**config.mk**
```make
export PLATFORM = sky130hd
export DESIGN_NAME = spi_readback_unit
export DESIGN_NICKNAME = d
export VERILOG_FILES = /design/src/rtl/spi_readback_unit.sv
export SDC_FILE = /design/constraint.sdc
export NUM_CORES = 1
export LEC_CHECK = 0
export ABC_AREA = 1
export BUFFER_PORTS_ARGS = -buffer_cell sky130_fd_sc_hd__buf_2
export CELL_PAD_IN_SITES_DETAIL_PLACEMENT = 1
export CELL_PAD_IN_SITES_GLOBAL_PLACEMENT = 1
export CORE_UTILIZATION = 36
export DETAILED_ROUTE_END_ITERATION = 8
export GPL_ROUTABILITY_DRIVEN = 0
export PLACE_DENSITY = 0.84
export SYNTH_ARGS = -nofsm -noshare
export SYNTH_HDL_FRONTEND = slang
export SYNTH_SLANG_ARGS = --single-unit
```
**constraint.sdc**
```tcl
create_clock -name clk -period 1.75 [get_ports clk]
set_input_delay 0.175 -clock clk [delete_from_list [all_inputs] [get_ports clk]]
set_output_delay 0.175 -clock clk [all_outputs]
set_load 0.02 [all_outputs]
```
**src/rtl/spi_readback_unit.sv**
```systemverilog
// SPI read-path companion: decodes read frames from the raw SPI pins
// and shifts the addressed control register out on cipo.
module spi_readback_unit #(
  parameter int SYNC_STAGES = 2,
  parameter int NUM_REGS    = 5
) (
  input  logic       clk,
  input  logic       rst,
  input  logic       sclk,
  input  logic       copi,
  input  logic       ncs,
  input  logic [7:0] reg_out_7_0,
  input  logic [7:0] reg_out_15_8,
  input  logic [7:0] reg_pwm_7_0,
  input  logic [7:0] reg_pwm_15_8,
  input  logic [7:0] reg_duty,
  output logic       cipo,
  output logic       cipo_oe,
  output logic [6:0] rd_addr,
  output logic       rd_done,
  output logic       rd_err
);

  typedef enum logic [1:0] {
    IDLE,
    CMD,
    DATA,
    WAIT_CS
  } state_t;

  localparam logic [6:0] NR = 7'(NUM_REGS);

  logic [SYNC_STAGES-1:0] sclk_q;
  logic [SYNC_STAGES-1:0] copi_q;
  logic [SYNC_STAGES-1:0] ncs_q;
  logic                   sclk_d;
  logic                   ncs_d;

  // Synchronizers are left out of reset so that a reset with ncs held
  // low never manufactures an ncs falling edge.
  always_ff @(posedge clk) begin
    sclk_q <= {sclk_q[SYNC_STAGES-2:0], sclk};
    copi_q <= {copi_q[SYNC_STAGES-2:0], copi};
    ncs_q  <= {ncs_q[SYNC_STAGES-2:0], ncs};
    sclk_d <= sclk_q[SYNC_STAGES-1];
    ncs_d  <= ncs_q[SYNC_STAGES-1];
  end

  logic sclk_s;
  logic copi_s;
  logic ncs_s;
  logic ncs_fall;
  logic ncs_rise;
  logic sclk_rise;
  logic sclk_fall;

  assign sclk_s    = sclk_q[SYNC_STAGES-1];
  assign copi_s    = copi_q[SYNC_STAGES-1];
  assign ncs_s     = ncs_q[SYNC_STAGES-1];
  assign ncs_fall  = ncs_d & ~ncs_s;
  assign ncs_rise  = ~ncs_d & ncs_s;
  assign sclk_rise = ~ncs_s & sclk_s & ~sclk_d;
  assign sclk_fall = ~ncs_s & ~sclk_s & sclk_d;

  state_t     state;
  logic [2:0] bit_cnt;
  logic [7:0] cmd;
  logic [7:0] shreg;
  logic [7:0] cmd_nxt;
  logic [7:0] snap;
  logic       in_range;

  assign cmd_nxt  = {cmd[6:0], copi_s};
  assign in_range = cmd_nxt[6:0] < NR;

  always_comb begin
    snap = 8'h00;
    unique case (cmd_nxt[6:0])
      7'd0:    snap = reg_out_7_0;
      7'd1:    snap = reg_out_15_8;
      7'd2:    snap = reg_pwm_7_0;
      7'd3:    snap = reg_pwm_15_8;
      7'd4:    snap = reg_duty;
      default: snap = 8'h00;
    endcase
  end

  always_ff @(posedge clk) begin
    if (rst) begin
      state   <= IDLE;
      bit_cnt <= 3'd0;
      cmd     <= 8'h00;
      shreg   <= 8'h00;
      cipo    <= 1'b0;
      cipo_oe <= 1'b0;
      rd_addr <= 7'd0;
      rd_done <= 1'b0;
      rd_err  <= 1'b0;
    end else begin
      rd_done <= 1'b0;
      rd_err  <= 1'b0;
      if (ncs_rise) begin
        state   <= IDLE;
        bit_cnt <= 3'd0;
        cipo    <= 1'b0;
        cipo_oe <= 1'b0;
      end else begin
        unique case (state)
          IDLE: begin
            if (ncs_fall) begin
              state   <= CMD;
              bit_cnt <= 3'd0;
              cmd     <= 8'h00;
            end
          end
          CMD: begin
            if (sclk_rise) begin
              cmd     <= cmd_nxt;
              bit_cnt <= bit_cnt + 3'd1;
              if (bit_cnt == 3'd7) begin
                if (cmd_nxt[7]) begin
                  state <= WAIT_CS;
                end else begin
                  rd_addr <= cmd_nxt[6:0];
                  shreg   <= in_range ? snap : 8'h00;
                  cipo    <= in_range ? snap[7] : 1'b0;
                  cipo_oe <= 1'b1;
                  rd_err  <= ~in_range;
                  state   <= DATA;
                end
              end
            end
          end
          DATA: begin
            // bit_cnt==0 masks the trailing fall of the command byte
            if (sclk_rise) begin
              bit_cnt <= bit_cnt + 3'd1;
              if (bit_cnt == 3'd7) begin
                rd_done <= 1'b1;
                state   <= WAIT_CS;
              end
            end else if (sclk_fall && bit_cnt != 3'd0) begin
              shreg <= {shreg[6:0], 1'b0};
              cipo  <= shreg[6];
            end
          end
          WAIT_CS: ;
          default: state <= IDLE;
        endcase
      end
    end
  end

endmodule

```
## After elaboration in Yosys (flattened, before gate mapping)

Index checks and enable logic that the tools add are counted.

- Register bits after elaboration: 38
- Input port bits: 45
- Output and inout port bits: 11
- Logic and storage cells: 97

- Add/subtract/negate cells: 1
- $lt $le $gt $ge: 1
- Eq/ne operators: 16
- Mux-type cells: 29
- Bitwise logic cells: 17
- Reduce and logical (&&, ||, !) cells: 19

Operators by type and width:

| cell | count |
|---|---|
| 7-bit two-way mux | 8 |
| 8-bit one-hot mux with 5 select lines | 1 |
| 7-bit one-hot mux with 2 select lines | 2 |
| 2-bit != test (second input constant) | 8 |
| 7-bit by 2-bit == test with 1-bit output (second input constant) | 2 |
| 6-bit AND reduction | 2 |
| 1-bit NOT | 11 |
| 2-bit two-way mux | 5 |
| 1-bit two-way mux | 8 |
| 4-bit AND reduction | 2 |
| 7-bit by 1-bit == test with 1-bit output (second input constant) | 1 |
| 7-bit by 3-bit == test with 1-bit output (second input constant) | 1 |
| 7-bit logical NOT | 1 |
| 7-bit by 3-bit < comparator with 1-bit output (second input constant) | 1 |
| 7-bit AND reduction | 1 |
| 1-bit bitwise AND | 6 |
| 3-bit two-way mux | 2 |
| 2-bit one-hot mux with 3 select lines | 1 |
| 3-bit one-hot mux with 2 select lines | 1 |
| 2-bit nonzero test | 3 |
| 3-bit nonzero test | 2 |
| 6-bit OR reduction | 1 |
| 5-bit AND reduction | 1 |
| 2-bit OR reduction | 2 |
| 10 further kinds | 10 |

## Depth between registers and ports, before layout

- Depth after elaboration: 7
- Depth in mapped cells: 10
- Mapped depth without buffers: 9

## Worst setup path before layout

Ideal clock, no wire load.

- Kind: reg2reg
- From: register state[1]
- To: register shreg[1]
- Library setup time: 132 ps
- Data arrival time: 1396 ps
- Data required time: 1618 ps
- Slack: 221 ps
- Stages on the path, launching flop included: 9
- Buffers on the path: 1
- Clock period less this slack: 1529 ps
- Path through: dfxtp_1 inv_1 ha_1 o21ai_1 nor2_1 nand3_2 buf_6 o21ai_1 a21oi_1

- Longest elaborated chain between the ends: 3
- Elaborated cells between the ends (all ways): 10
- Those cells by class: 7 x eq/ne; 1 x mux; 2 x reduce/logical

Ends and longest elaborated chain:

| item | RTL line | RTL |
|---|---|---|
| start, declared | 65 | `state_t state;` |
| start signal, assigned | 90 | `state <= IDLE;` |
| start signal, assigned | 103 | `state <= IDLE;` |
| start signal, assigned | 111 | `state <= CMD;` |
| 2-bit == test or 2-bit by 1-bit == test with 1-bit output (tied branches) | 108 | `unique case (state)` |
| 2-bit != test (no source line) or 2-bit nonzero test (tied branches) | - |  |
| 7-bit AND reduction (no source line) | - |  |
| end signal, assigned | 125 | `shreg <= in_range ? snap : 8'h00;` |
| end signal, assigned | 143 | `shreg <= {shreg[6:0], 1'b0};` |
| end, declared | 68 | `logic [7:0] shreg;` |

Several ways; a longest one is shown, not always the timed one.
A chain may end at the register's enable or synchronous reset.

## Final worst setup path

- From: register state[0]
- To: register shreg[6]

The elaborated chain is that of the path after synthesis.

==> run_results.csv <==
group,metric,value,unit
clock_network,clockBufferDepth,2,
clock_network,htree_levels,2,
floorplan,die_w,75.6,µm
worst_setup_path,rr_worst_depth,9,
worst_setup_path,arrival,1.87,ns
flow_run,drv_cap,0,
drt,wl_met2,2.85,mm
power,ir_worst_vdd,0.000476,V
floorplan,die-area,5720,µm²
sta,finalSetupViolCount,0,
drt,drtAntennaViolNets,0,
drt,firstDrtPassIters,4,
synthesis,synth_commonest_cells,"57 x nand2_1, 52 x nand3_1, 38 x dfxtp_1",
worst_setup_path,crit_fanout,7,
synthesis,synth-seq-cells,38,
clock_network,cts_tree,"yes",
grt,grt_max_degree,43,
worst_setup_path,crit_end,"shreg[6]$_SDFFE_PP0P_",
hold_path,worstHoldPathType,"in2reg",
drt,top_layer,"met4",
synthesis,synth_area,1950,µm²
sta,setup_tns,0,ns
sta,max_freq,610,MHz
sta,skew,0.00598,ns
grt,grt_pass1_wl,9.87,mm
worst_setup_path,critPathRequiredTime,1.99,ns
synthesis,yosys-top-cells-area,"dfxtp_1 39%, nand3_1 13%, nand2_1 11%",
drt,vias,2100,
drt,wl_per_cell,14.2,µm
synthesis,async_reset_ff_share,0,%
worst_setup_path,crit_path_end_kind,"flop",
sta,slew_headroom,75.6,%
worst_setup_path,slowest_stage,"dfxtp_1",
grt,antenna_found_initial,0,
synthesis,synth_top_cell_by_area,"dfxtp_1",
synthesis,avgSynthCellArea,7.02,µm²
grt,grt_pass1_vias,2183,
drt,drt_iter0_markers,128,
clock_network,cts_sinks,38,
synthesis,yosysUniqueCellTypes,27,
sta,rsz0062_at_grt,"no",
layout,synthToLayoutAreaGrowth,30.4,%
clock_network,insertion_delay,0.30,ns
sta,tightest_slew,0.366,ns
run_status,status,"finished clean",
worst_setup_path,cpMostUsedCell,"o21ai_1",
worst_setup_path,max_stage_delay,0.36,ns
sta,period_needed,1.64,ns
floorplan,die_h,75.6,µm
clock_network,clk_pin_slew,0.08,ns
place,portBuffers,55,
power,power_density,850,nW/µm²
clock_network,cts_buffers,5,
place,placedInstanceArea,2340,µm²
worst_setup_path,criticalPathCategory,"reg2reg",
sta,hold_violations,0,
grt,grt_overflow,0,
synthesis,synthDominantCellAreaShare,39.0,%
worst_setup_path,regToRegSetupSlack,0.11,ns
drt,wl_met1,2.77,mm
layout,nNetsFinal,399,
synthesis,ys_warn_count,0,
power,p_leak,1.22,nW
synthesis,synth_nets,330,
worst_setup_path,critPathLaunchType,"flop",
floorplan,initial_core_util,37.7,%
floorplan,core-area,5170,µm²
clock_network,cts-root-buf,"clkbuf_8",
drt,drc_errors,0,
drt,wl_met3,190,µm
sta,finalCritPeriodShare,93.6,%
drt,routed_wl,5.93,mm
layout,design_area,2550,µm²
synthesis,synth_edf_count,0,
worst_setup_path,path_cells,"inv_1, ha_1, o21ai_1, nor2_2, nand3_4, buf_6, nand2_1, o21ai_1, a21oi_1",
synthesis,synth_most_common_cell,"nand2_1",
floorplan,fp-row-count,26,
synthesis,syn_inst,278,
synthesis,ys_seq_area_share,39.0,%
worst_setup_path,regToRegEndpoint,"shreg[6]$_SDFFE_PP0P_",
floorplan,io_pins,56,
grt,grt_use_total,23.2,%
place,hpwl,4.38,mm
layout,post-route-util,49.2,%
sta,slew_viol_final,0,
worst_setup_path,r2r-start,"state[0]$_SDFFE_PP0P_",
layout,num_antenna_cells,0,
worst_setup_path,startpoint,"state[0]$_SDFFE_PP0P_",
synthesis,synth_flop_cell,"dfxtp_1",
layout,drive_gt1_share,27.9,%
drt,vias_per_cell,5.02,
[worst min-delay path by stage]
stage / slack, ns / startpoint / end / cells after the start
2_1_floorplan: 0.20 / copi / copi_q[0]$_DFF_P_ / 0
6_report: 0.25 / rst / shreg[6]$_SDFFE_PP0P_ / 3
4_1_cts: 0.24 / rst / cmd[4]$_SDFFE_PP0P_ / 3
3_5_place_dp: 0.28 / copi / copi_q[0]$_DFF_P_ / 1
5_1_grt: 0.25 / rst / cmd[0]$_SDFFE_PP0P_ / 3
3_3_place_gp: 0.28 / copi / copi_q[0]$_DFF_P_ / 1
[layer usage]
layer  vias to the layer above  global-route usage, %
met2                        41                   39.5
li1                       1064                      -
met1                       985                   29.1
met4                         0                   7.61
met3                        10                   5.29
met5                         -                      0
[registers in the layout, summed over array words and instances, names as in the netlist, 2 cells and up]
register  flops
bit_cnt       3
cmd           7
copi_q        2
ncs_q         2
rd_addr       7
sclk_q        2
shreg         7
state         2
[what timing repair did]
item / 4_1_cts / 5_1_grt
setup buffers: 4 / 0
pin swaps: 1 / 0
setup endpoints to repair: 3 / 8
hold endpoints to repair: 3 / 0
gates resized for setup: 0 / 9
hold buffers: 3 / 0
[placed cells by master (no fill, tap or decap)]
master and instances:
a211oi_1 2, a21oi_1 30, a311oi_1 1, buf_12 1, buf_2 55, buf_4 9
buf_6 3, bufinv_16 1, clkbuf_8 5, clkinvlp_4 2, dfxtp_1 37, dfxtp_2 1
dlygate4sd3_1 3, ha_1 6, ha_2 1, inv_1 27, inv_2 5, nand2_1 57
nand2_2 2, nand3_1 52, nand3_4 1, nand3b_1 1, nand4_1 3, nor2_1 8
nor2_2 7, nor2_4 2, nor3_1 1, nor3_2 1, o2111ai_1 1, o21a_1 1
o21ai_0 10, o21ai_1 11, o21ai_2 1
[worst max-delay path: cells and delay by family (launching register included)]
family / cells / cell delay [ns]
compound gates: 3 / 0.30
fa+ha+maj: 1 / 0.31
buf+inv: 2 / 0.24
flops: 1 / 0.36
simple gates: 3 / 0.36
[area by class of cell]
| class | instances | area [µm²] |
|---|---|---|
| repair buffers | 71 | 427 |
| fillers | 691 | 2630 |
| well taps | 70 | 87.6 |
| multi-input cells | 199 | 1040 |
| flip-flops and latches | 38 | 762 |
| clock buffers | 5 | 68.8 |
| clock inverters | 3 | 45.0 |
| inverters | 32 | 120 |
[cell families (layout without fill, tap and decap cells)]
logic type,after synthesis,after routing,synth area share [%]
compound gates,57,57,15.6
fa+ha+maj,7,7,4.49
buf+inv,41,111,8.85
flops,38,38,39.0
simple gates,135,135,32.1
[power by group]
group	leakage (nW)	internal, W	total (W)	switching, W
clock	0.0504	0.000424	0.000757	0.000333
combinational	0.855	0.000196	0.000458	0.000261
sequential	0.311	0.000919	0.000950	0.0000312
[metrics by stage]
stage | setup slack, ns | std cells | total power [W] | hold WS (ns)
CTS | 0.0501 | 418 | 0.00215 | 0.241
floorplan | 0.221 | 278 | 0.00122 | 0.203
global route | 0.00686 | 418 | 0.00229 | 0.254
detailed placement | -0.0188 | 403 | 0.00137 | 0.280
finish | 0.112 | 418 | 0.00216 | 0.252
global placement | 0.0919 | 403 | 0.00135 | 0.277
(Power assumes the default switching activity.)
